--- src/rtl/pkg_instr_dec.sv ---
// rtl/pkg_instr_dec.sv - shared instruction group, opcode and encoder definitions
// Purpose: one source of truth for group identifiers, g2 opcode values,
//          per-group prefixes/opcode widths and the encoder FSM state type.
// Ports:   none (package).
package pkg_instr_dec;

  // Group codes; 3'd0, 3'd6 and 3'd7 are not a group and are unencodable.
  typedef enum logic [2:0] {
    GRP_G1 = 3'd1,
    GRP_G2 = 3'd2,
    GRP_G3 = 3'd3,
    GRP_G4 = 3'd4,
    GRP_G5 = 3'd5
  } instr_group;

  typedef enum logic [1:0] {
    IDLE  = 2'd0,
    PUSH0 = 2'd1,
    PUSH1 = 2'd2,
    ERR   = 2'd3
  } enc_state_t;

  // Fixed prefix bits at the top of word0 for each group.
  localparam logic [0:0] G1_PREFIX = 1'b0;
  localparam logic [1:0] G2_PREFIX = 2'b10;
  localparam logic [3:0] G3_PREFIX = 4'b1100;
  localparam logic [3:0] G4_PREFIX = 4'b1101;
  localparam logic [5:0] G5_PREFIX = 6'b111000;

  // Opcode field width of each group.
  localparam int G1_OP_W = 3;
  localparam int G2_OP_W = 6;
  localparam int G3_OP_W = 2;
  localparam int G4_OP_W = 4;
  localparam int G5_OP_W = 3;

  // Group 2 opcodes.
  localparam logic [5:0] instr_g2_op_add   = 6'h00;
  localparam logic [5:0] instr_g2_op_sub   = 6'h01;
  localparam logic [5:0] instr_g2_op_cpy   = 6'h09;
  localparam logic [5:0] instr_g2_op_invp  = 6'h10;
  localparam logic [5:0] instr_g2_op_negp  = 6'h11;
  localparam logic [5:0] instr_g2_op_lslp  = 6'h12;
  localparam logic [5:0] instr_g2_op_lsrp  = 6'h13;
  localparam logic [5:0] instr_g2_op_asrp  = 6'h14;
  localparam logic [5:0] instr_g2_op_rolp  = 6'h15;
  localparam logic [5:0] instr_g2_op_rorp  = 6'h16;
  localparam logic [5:0] instr_g2_op_rolcp = 6'h17;
  localparam logic [5:0] instr_g2_op_rorcp = 6'h18;
  localparam logic [5:0] instr_g2_op_cpyp  = 6'h19;
  localparam logic [5:0] instr_g2_op_swp   = 6'h1A;
  localparam logic [5:0] instr_g2_op_call  = 6'h20;
  localparam logic [5:0] instr_g2_op_ldr   = 6'h21;
  localparam logic [5:0] instr_g2_op_str   = 6'h22;

  // g2 ops whose ra field names a register pair (encoded as pair*2).
  function automatic logic g2_ra_is_pair(input logic [5:0] op);
    return op inside {instr_g2_op_invp, instr_g2_op_negp, instr_g2_op_lslp,
                      instr_g2_op_lsrp, instr_g2_op_asrp, instr_g2_op_rolp,
                      instr_g2_op_rorp, instr_g2_op_rolcp, instr_g2_op_rorcp,
                      instr_g2_op_cpyp, instr_g2_op_swp, instr_g2_op_call};
  endfunction

  // g2 ops whose rb field names a register pair.
  function automatic logic g2_rb_is_pair(input logic [5:0] op);
    return op inside {instr_g2_op_cpyp, instr_g2_op_swp,
                      instr_g2_op_ldr, instr_g2_op_str};
  endfunction

endpackage

--- src/rtl/instr_word_fifo.sv ---
// rtl/instr_word_fifo.sv - show-ahead synchronous word FIFO
// Purpose: small output queue; head entry is always visible on pop_data.
// Ports:   clk, reset (sync, active-high); push/push_data write side;
//          pop/pop_data read side; count, full, empty status.
module instr_word_fifo #(
  parameter int WIDTH = 17,
  parameter int DEPTH = 4
) (
  input  logic                     clk,
  input  logic                     reset,
  input  logic                     push,
  input  logic [WIDTH-1:0]         push_data,
  input  logic                     pop,
  output logic [WIDTH-1:0]         pop_data,
  output logic [$clog2(DEPTH):0]   count,
  output logic                     full,
  output logic                     empty
);

  localparam int AW = $clog2(DEPTH);

  logic [WIDTH-1:0] mem [DEPTH];
  logic [AW-1:0]    wr_ptr;
  logic [AW-1:0]    rd_ptr;
  logic             do_push;
  logic             do_pop;

  assign full     = (count == (AW+1)'(DEPTH));
  assign empty    = (count == '0);
  assign do_push  = push & ~full;
  assign do_pop   = pop & ~empty;
  assign pop_data = mem[rd_ptr];

  // Pointers wrap naturally because DEPTH is a power of two.
  always_ff @(posedge clk) begin
    if (reset) begin
      wr_ptr <= '0;
      rd_ptr <= '0;
      count  <= '0;
    end else begin
      if (do_push) begin
        mem[wr_ptr] <= push_data;
        wr_ptr      <= wr_ptr + 1'b1;
      end
      if (do_pop) begin
        rd_ptr <= rd_ptr + 1'b1;
      end
      case ({do_push, do_pop})
        2'b10:   count <= count + 1'b1;
        2'b01:   count <= count - 1'b1;
        default: count <= count;
      endcase
    end
  end

endmodule

--- src/rtl/instr_encoder.sv ---
// rtl/instr_encoder.sv - builds 16-bit instruction words from decoded fields
// Purpose: accepts field requests, encodes word0 (plus imm16 for group 5)
//          and streams words out in accept order through a small FIFO.
// Ports:   clk, reset (sync, active-high);
//          req_valid/req_ready + req_group/opcode/ra/rb/rc/imm request side;
//          word_valid/word_ready + word_data/word_first output stream;
//          enc_err (1-cycle pulse on unencodable request), busy.
module instr_encoder
  import pkg_instr_dec::*;
#(
  parameter int FIFO_DEPTH = 4
) (
  input  logic        clk,
  input  logic        reset,
  input  logic        req_valid,
  output logic        req_ready,
  input  instr_group  req_group,
  input  logic [5:0]  req_opcode,
  input  logic [3:0]  req_ra,
  input  logic [3:0]  req_rb,
  input  logic [2:0]  req_rc,
  input  logic [15:0] req_imm,
  output logic        word_valid,
  input  logic        word_ready,
  output logic [15:0] word_data,
  output logic        word_first,
  output logic        enc_err,
  output logic        busy
);

  localparam int CNT_W = $clog2(FIFO_DEPTH) + 1;
  localparam logic [CNT_W:0] ROOM_LIMIT = (CNT_W+1)'(FIFO_DEPTH - 2);

  enc_state_t  state;
  enc_state_t  state_nxt;
  instr_group  grp_q;
  logic [5:0]  op_q;
  logic [3:0]  ra_q;
  logic [3:0]  rb_q;
  logic [2:0]  rc_q;
  logic [15:0] imm_q;

  logic        push_q;
  logic [16:0] push_data_q;
  logic        push_nxt;
  logic [16:0] push_data_nxt;

  logic [CNT_W-1:0] count;
  logic             fifo_full;
  logic             fifo_empty;
  logic [16:0]      fifo_head;
  logic [CNT_W:0]   used;
  logic             accept;
  logic             req_ok;

  function automatic logic op_fits(input logic [5:0] op, input int width);
    return (op >> width) == 6'd0;
  endfunction

  function automatic logic req_is_valid(input instr_group g, input logic [5:0] op,
                                        input logic [3:0] ra, input logic [3:0] rb);
    case (g)
      GRP_G1: return op_fits(op, G1_OP_W);
      GRP_G2: return !(g2_ra_is_pair(op) && ra[3]) && !(g2_rb_is_pair(op) && rb[3]);
      GRP_G3: return op_fits(op, G3_OP_W) && !rb[3];
      GRP_G4: return op_fits(op, G4_OP_W);
      GRP_G5: return op_fits(op, G5_OP_W) && !rb[3];
      default: return 1'b0;
    endcase
  endfunction

  function automatic logic [15:0] encode_word0(input instr_group g, input logic [5:0] op,
                                               input logic [3:0] ra, input logic [3:0] rb,
                                               input logic [2:0] rc, input logic [7:0] imm8);
    logic [3:0] ra_e;
    logic [3:0] rb_e;
    ra_e = g2_ra_is_pair(op) ? {ra[2:0], 1'b0} : ra;
    rb_e = g2_rb_is_pair(op) ? {rb[2:0], 1'b0} : rb;
    case (g)
      GRP_G1: return {G1_PREFIX, op[2:0], ra, imm8};
      GRP_G2: return {G2_PREFIX, op, ra_e, rb_e};
      GRP_G3: return {G3_PREFIX, op[1:0], ra, rb[2:0], rc};
      GRP_G4: return {G4_PREFIX, op[3:0], imm8};
      GRP_G5: return {G5_PREFIX, op[2:0], ra, rb[2:0]};
      default: return 16'h0000;
    endcase
  endfunction

  // A staged push is already committed to the FIFO, so it counts as used.
  // Two free slots guarantee a group 5 pair fits without splitting.
  assign used      = {1'b0, count} + {{CNT_W{1'b0}}, push_q};
  assign req_ready = ~reset && (state == IDLE) && (used <= ROOM_LIMIT);
  assign accept    = req_valid & req_ready;
  assign req_ok    = req_is_valid(req_group, req_opcode, req_ra, req_rb);

  assign word_valid = ~fifo_empty;
  assign word_first = fifo_head[16];
  assign word_data  = fifo_head[15:0];
  assign busy       = (state != IDLE) | ~fifo_empty | push_q;

  always_comb begin
    state_nxt     = state;
    push_nxt      = 1'b0;
    push_data_nxt = '0;
    enc_err       = 1'b0;
    case (state)
      IDLE: begin
        if (accept) begin
          state_nxt = req_ok ? PUSH0 : ERR;
        end
      end
      PUSH0: begin
        push_nxt      = 1'b1;
        push_data_nxt = {1'b1, encode_word0(grp_q, op_q, ra_q, rb_q, rc_q, imm_q[7:0])};
        state_nxt     = (grp_q == GRP_G5) ? PUSH1 : IDLE;
      end
      PUSH1: begin
        push_nxt      = 1'b1;
        push_data_nxt = {1'b0, imm_q};
        state_nxt     = IDLE;
      end
      ERR: begin
        enc_err   = 1'b1;
        state_nxt = IDLE;
      end
      default: state_nxt = IDLE;
    endcase
  end

  always_ff @(posedge clk) begin
    if (reset) begin
      state       <= IDLE;
      push_q      <= 1'b0;
      push_data_q <= '0;
      grp_q       <= GRP_G1;
      op_q        <= '0;
      ra_q        <= '0;
      rb_q        <= '0;
      rc_q        <= '0;
      imm_q       <= '0;
    end else begin
      state       <= state_nxt;
      push_q      <= push_nxt;
      push_data_q <= push_data_nxt;
      if (accept) begin
        grp_q <= req_group;
        op_q  <= req_opcode;
        ra_q  <= req_ra;
        rb_q  <= req_rb;
        rc_q  <= req_rc;
        imm_q <= req_imm;
      end
    end
  end

  instr_word_fifo #(
    .WIDTH (17),
    .DEPTH (FIFO_DEPTH)
  ) u_fifo (
    .clk       (clk),
    .reset     (reset),
    .push      (push_q),
    .push_data (push_data_q),
    .pop       (word_ready),
    .pop_data  (fifo_head),
    .count     (count),
    .full      (fifo_full),
    .empty     (fifo_empty)
  );

  logic unused_full;
  assign unused_full = fifo_full;

endmodule
--- config.mk ---
export PLATFORM = sky130hd
export DESIGN_NAME = instr_encoder
export DESIGN_NICKNAME = d
export VERILOG_FILES = /design/src/rtl/pkg_instr_dec.sv /design/src/rtl/instr_word_fifo.sv /design/src/rtl/instr_encoder.sv
export SDC_FILE = /design/constraint.sdc
export NUM_CORES = 1
export LEC_CHECK = 0
export CAP_MARGIN = 20
export CORE_MARGIN = 4
export CORE_UTILIZATION = 40
export DETAILED_ROUTE_END_ITERATION = 12
export GPL_TIMING_DRIVEN = 0
export PLACE_DENSITY = 0.59
export SLEW_MARGIN = 20
export SYNTH_ARGS = -nofsm -noshare
export SYNTH_HDL_FRONTEND = slang
export SYNTH_SLANG_ARGS = --single-unit
--- constraint.sdc ---
create_clock -name clk -period 2.4 [get_ports clk]
set_input_delay 0.48 -clock clk [delete_from_list [all_inputs] [get_ports clk]]
set_output_delay 0.48 -clock clk [all_outputs]
set_load 0.1 [all_outputs]
==> results of run 1 <==
metal layers:
metal,vias to the layer above,wire length [um]
met5,-,0
met4,0,216
met3,19,727
met2,115,6390
met1,1946,5900
li1,1982,-
critical path, cell delays in order, from the launching register on:
cell	delay, ns
dfxtp_4	0.37
ha_4	0.15
ha_4	0.12
a21boi_2	0.17
a21oi_2	0.10
a21oi_2	0.14
nor3b_4	0.23
buf_12	0.20
cell usage after synthesis (4+ instances only):
cell | instances | area [sq um]
mux4_2 | 17 | 383
a21boi_0 | 4 | 30.0
a221oi_1 | 5 | 43.8
nor2_1 | 24 | 90.1
mux2i_1 | 12 | 120
nor2b_1 | 5 | 31.3
dfxtp_1 | 65 | 1300
or3_1 | 4 | 25.0
a21oi_1 | 54 | 270
o21ai_0 | 5 | 25.0
and2_1 | 6 | 37.5
a211oi_1 | 4 | 30.0
o21ai_1 | 6 | 30.0
o22ai_1 | 6 | 37.5
nand2b_1 | 6 | 37.5
a22oi_1 | 10 | 75.1
buf_2 | 12 | 60.1
nand2_1 | 88 | 330
clkbuf_1 | 16 | 60.1
edfxtp_1 | 68 | 2040
inv_1 | 12 | 45.0
ha_1 | 13 | 163
how the worst max path moves through the flow:
stage	startpoint	endpoint	slack (ns)	cells after the start
2_1_floorplan	u_fifo.count[0]	req_ready	-0.02	6
3_3_place_gp	flip-flop	word_data[14]	-0.89	4
3_5_place_dp	flip-flop	word_data[12]	-0.89	4
4_1_cts	u_fifo.count[0]	req_ready	0.01	7
5_1_grt	u_fifo.count[0]	req_ready	-0.11	7
6_report	u_fifo.count[0]	req_ready	-0.003	7
cell families (layout without fill, tap and decap cells):
group | count (synthesis) | count (layout) | share of synthesized area, %
AO/OA/AOI/OAI | 113 | 113 | 12.4
multiplexers | 35 | 35 | 9.92
AND/OR/NAND/NOR | 154 | 154 | 12.4
XOR/XNOR | 6 | 6 | 0.914
adder cells (fa/ha/maj) | 14 | 14 | 3.18
flip-flops | 133 | 133 | 58.1
buffers and inverters | 43 | 138 | 3.07
cell type report:
type | count | area share [%]
Multi-Input combinational cell | 322 | 31.4
Clock inverter | 12 | 1.77
Sequential cell | 133 | 46.1
Timing Repair Buffer | 64 | 8.57
Tap cell | 180 | 3.10
Inverter | 12 | 0.619
Buffer | 30 | 2.13
Clock buffer | 20 | 6.28
registers in the layout (all words and copies together), names as in the netlist, named ones only:
register / count
u_fifo.mem: 68
push_data_q: 17
imm_q: 16
op_q: 6
ra_q: 4
rb_q: 4
grp_q: 3
rc_q: 3
u_fifo.count: 3
state: 2
u_fifo.rd_ptr: 2
u_fifo.wr_ptr: 2
push_q: 1
timing repair:
| action | CTS | global route |
|---|---|---|
| buffers inserted | 3 | 1 |
| hold buffers | 0 | 0 |
| pin swaps | 2 | 0 |
| setup endpoints to repair | 40 | 41 |
| resized for setup | 134 | 18 |
per-stage QoR:
| stage | area, sq um | setup TNS [ns] | std cells |
|---|---|---|---|
| finish | 7270 | -0.00304 | 773 |
| global route | 7270 | -0.176 | 773 |
| CTS | 7210 | 0 | 772 |
| detailed placement | 6590 | -19.23 | 738 |
| global placement | 6590 | -17.16 | 738 |
| floorplan | 5770 | -0.0174 | 498 |
power groups by stage:
stage	registers [mW]	clock network [mW]	logic (mW)
6_report	2.83	2.55	3.24
4_1_cts	2.83	2.59	3.16
3_3_place_gp	2.84	0	3.10
2_1_floorplan	2.78	0	2.42
3_5_place_dp	2.85	0	3.12
5_1_grt	2.86	2.70	3.48
==> flow_summary.toml, run 1 <==
[layout]
n_fill_cell = 1267
drive_above_1_share_pct = 18.2
core_occupancy_in_the_finished_layout_pct = 52.0
ff_latch_area_sq_um = 3350
multi_input_logic_area_sq_um = 2280
final_common_cell = "nand2_1"
antenna_cells_inserted = 0
finalNetCount = 634
syn2layout_area_growth_pct = 26.4
final_cell_mix = "nand2_1 (88), edfxtp_1 (68), dfxtp_1 (61)"

[pwr]
p_sw_share_pct = 39.0
total_power_mw = 8.61
power_frac_clock_pct = 29.5
power.ir.vdd_worst_mv = 0.509
power_dissipated_by_switching_net_loads_mw = 3.36
power.share.sequential_pct = 32.8
p_leak_nw = 2.42
power_report.internal_total_mw = 5.26
power.share.combinational_pct = 37.6
pwr_density_cell_nw_per_um2 = 1180

[die]
die_span_y_um = 128
num_io_pins = 61
die-area_sq_um = 16400
rows = 43
coreArea_sq_um = 14000
floorplan.die.width_um = 128
start_util_pct = 41.1

[cts]
ctsLongestPathBuffers = 2
cts-buffers-inserted = 17
cts.reportedPaths.clkPinSlew_ns = 0.06
cts.htree.levels = 4
clk_latency_ns = 0.43
clock_sink_count = 133
tritoncts = "done"
clockRootBuffer = "clkbuf_16"

[synthesis]
ys_seq_elements = 133
synthesis.instances = 498
mapped_cell_area_sq_um = 5750
postSynthNetCount = 552
postSynth.asyncResetShare_pct = 0
yosysWarningCount = 0
ys_dominant_reg_cell = "edfxtp_1"
synth-edff-count = 68
seq_area_frac_synth_pct = 58.1
post_synth_num_cell_types = 53
synth.avg_cell_area_sq_um = 11.6

[route]
routed_wire_length_per_instance_um = 17.1
detail_route.vias_per_cell = 5.25
detailroute.via_count = 4062
drt_drc_violations_left = 0
drt-total-wl_mm = 13.2
detail_route.iter0.violations = 327
residual_antenna_violating_net_count_after_detailed_routing = 0
drt-pass1-iter-count = 5

[place]
gp_routability_congestion = 0.895
io_buffers = 60
dp_hpwl_mm = 9.26
dpl_worst_slack_ns = -0.888

[global_route]
grt.total_usage_pct = 17.3
grt_max_degree = 18
grt.met3_usage_pct = 5.42
antenna_found_initial = 0
grt_first_pass_wirelength_mm = 21.8
globalRoute.busiestLayer = "met2"
first_global_vias = 4151
grtUsageMet1_pct = 21.9
globalRouteMet2Util_pct = 28.3
gr-total-overflow = 0

[sta]
clock.fmax_mhz = 416
post-route-period-util_pct = 100
worst_pin_slew_ns = 0.953
grt_setup_unrepaired = "true"
period_needed_ns = 2.40
timing.final.setup_violations = 1
max_slew_margin_pct = 36.7
fin_skew_ns = 0.00712
hold_violations = 0
report.final.slew_viol_count = 0
setup_ws_ns = -0.00304
hold_ws_ns = 0.458

[setup_path]
worst_ep_arrival_time_ns = 1.92
worst_r2r_path_depth = 10
regToRegStartpoint = "u_fifo.count[0]"
r2r_slack_ns = 0.19
type_of_destination_of_the_critical_path = "primary output"
worstPathMaxFanout = 4
criticalPathCategory = "flip-flop to primary output"
crit-reg2reg-capture = "imm_q[13]"
critPathRequiredTime_ns = 1.92
critPathLaunchType = "flip-flop"

[run]
cap_viol_max_count = 0

[min_path]
timing.hold.worst.class = "flip-flop to flip-flop"
timing.hold.worst_endpoint = "rc_q[2]"
worst_hold_path.num_cells = 2
hold_path.startpoint = "rc_q[2]"

[run_status]
violated_checks = "negative setup slack"
run_status = "complete, but fails checks"
Power figures use the tool's default switching activity.
==> run 2, diff against run 1 <==
Settings changed: ABC_AREA from default to 1.
==> run 2 against run 1 <==
- the flow now finishes without violations
- clock-buffer cell count unchanged
- clock skew shrank 0.0029 ns
- sequential share of layout area grew 0.072 points
- maximum frequency increased by 3.0%
- clock power up 4%
- total power increased by 6.1%
- synthesized cell count grew 19%
- non-clock buffer count shrank 6
- core utilization rose by 0.41 points
- highest routed layer unchanged
==> flow_summary.toml, run 2 <==
[cts]
cts.reportedPaths.clkPinSlew_ns = 0.06
ctsLongestPathBuffers = 2
clockRootBuffer = "clkbuf_16"
clk_latency_ns = 0.41
cts_post_setup_buffers_inserted = 0
tritoncts = "done"
ctsHoldBuffers = 0
cts-buffers-inserted = 17
cts.htree.levels = 4
clock_sink_count = 133

[sta]
grt_setup_unrepaired = "false"
worst_pin_slew_ns = 0.952
clock.fmax_mhz = 429
fin_skew_ns = 0.00422
hold_violations = 0
report.final.slew_viol_count = 0
post-route-period-util_pct = 97.2
max_slew_margin_pct = 36.8
timing.final.setup_violations = 0
period_needed_ns = 2.33

[global_route]
grt.met3_usage_pct = 3.96
gr-total-overflow = 0
globalRouteMet2Util_pct = 29.5
globalRoute.busiestLayer = "met2"
grt_max_degree = 17
grt.total_usage_pct = 17.7
first_global_vias = 4365
antenna_found_initial = 0
grtUsageMet1_pct = 21.6
grt_first_pass_wirelength_mm = 22.1

[synthesis]
post_synth_num_cell_types = 32
mapped_cell_area_sq_um = 5640
postSynth.asyncResetShare_pct = 0
synth_top_cells_by_area = "edfxtp_1 (36%), dfxtp_1 (23%), o21ai_0 (6.6%)"
seq_area_frac_synth_pct = 59.3
yosys.area.top_type_share_pct = 36.2
synthDominantAreaCellType = "edfxtp_1"
synthesis.instances = 592
yosysWarningCount = 0
ys_seq_elements = 133
postSynthNetCount = 646
synth.avg_cell_area_sq_um = 9.53
synth-edff-count = 68
synth.most_common_cell = "nand2_1"
ys_dominant_reg_cell = "edfxtp_1"
post_synth_most_frequent_cells = "nand2_1 (95), o21ai_0 (74), a21oi_1 (69)"

[setup_path]
worst_ep_arrival_time_ns = 1.85
type_of_destination_of_the_critical_path = "primary output"
criticalPathCategory = "flip-flop to primary output"
worstPathMaxFanout = 10
critPathRequiredTime_ns = 1.92
critPathLaunchType = "flip-flop"

[layout]
antenna_cells_inserted = 0
largest_register_ff_count = 68
largest_registers_in_the_final_layout = "u_fifo.mem (68), push_data_q (17), imm_q (16)"
final_cell_mix = "nand2_1 (95), o21ai_0 (74), a21oi_1 (69)"
syn2layout_area_growth_pct = 28.4
final_common_cell = "nand2_1"
drive_above_1_share_pct = 15.7
regMostFlops = "u_fifo.mem"
finalNetCount = 727
core_occupancy_in_the_finished_layout_pct = 52.4

[min_path]
timing.hold.worst.class = "input port to flip-flop"

[place]
gp_routability_congestion = 0.937
io_buffers = 59
dp_hpwl_mm = 10.3

[pwr]
p_leak_nw = 2.78
pwr_density_cell_nw_per_um2 = 1260
power.ir.vdd_worst_mv = 0.533
total_power_mw = 9.14

[route]
detailroute.via_count = 4466
detail_route.iter0.violations = 250
routed_wire_length_per_instance_um = 16.1
drt-pass1-iter-count = 4
drt_drc_violations_left = 0
detail_route.vias_per_cell = 5.16
drt-total-wl_mm = 13.9
residual_antenna_violating_net_count_after_detailed_routing = 0

[die]
coreArea_sq_um = 13800
rows = 43
num_io_pins = 61
die-area_sq_um = 16100
die_span_y_um = 127
floorplan.die.width_um = 127
start_util_pct = 40.8

[run]
cap_viol_max_count = 0

[run_status]
run_status = "finished, final reports clean"
==> run 2: cell types whose count changed after synthesis, moves of 6 or more <==
cell,previous run,this run
a21oi_1,54,69
nand2_1,88,95
inv_1,12,52
o22ai_1,6,24
mux4_2,17,0
nand3_1,3,13
nand2b_1,6,0
o21ai_0,5,74
nor2_1,24,58
buf_2,12,3
mux2i_1,12,0
==> run 2: final timing paths <==
kind / from / end / slack [ns] / cells past startpoint
worst max-delay path: flip-flop / word_data[5] / 0.07 / 5
worst min-delay path: reset / imm_q[4] / 0.28 / 2
worst min register to register: rc_q[2] / rc_q[2] / 0.47 / 2
worst max register to register: u_fifo.count[1] / u_fifo.mem[3][12] / 0.32 / 5
==> run 2: critical path, stage by stage (launching register included) <==
cell,delay [ns]
dfxtp_2,0.36
inv_1,0.18
clkbuf_2,0.29
nor2_1,0.08
o22ai_2,0.20
buf_4,0.32
==> run 2: through the flow <==
stage	std cells	instance area, sq um	setup slack, ns	TNS, ns	hold slack, ns
floorplan	592	5750	0.0225	0	0.425
global placement	831	6560	-0.792	-48.05	0.449
detailed placement	835	6630	-0.802	-12.49	0.461
CTS	866	7230	0.0335	0	0.267
global route	866	7240	0.00350	0	0.267
finish	866	7240	0.0667	0	0.281
==> run 2: cell type report <==
cell class,instances,area (sq um)
timing repair buffer,63,638
inverter,57,216
tap,180,225
clock inverter,12,153
fill,1256,6580
multi-input combinational,376,2060
sequential,133,3350
buffer,25,154
clock buffer,20,457
==> run 2: repair_timing <==
item,in CTS,in global routing
gates cloned,0,0
pin swaps,0,0
gates resized for setup,130,6
setup endpoints to repair,21,12
==> run 2: power by group <==
group	internal [mW]	leakage, nW	switching [mW]
sequential	2.67	1.22	0.196
clock	1.69	0.300	0.948
combinational	0.947	1.27	2.69
total	5.30	2.78	3.84
==> run 2: cells by family after synthesis <==
kind of cell	synth area share, %
compound gates	18.2
flops	59.3
fa+ha+maj	3.24
simple gates	12.9
buf+inv	6.36
==> run 2: per-layer routing <==
layer / share of wire, % / up-vias
met3: 4.1 / 25
met2: 49 / 112
met5: 0 / -
met1: 44 / 2115
li1: - / 2214
met4: 2.5 / 0
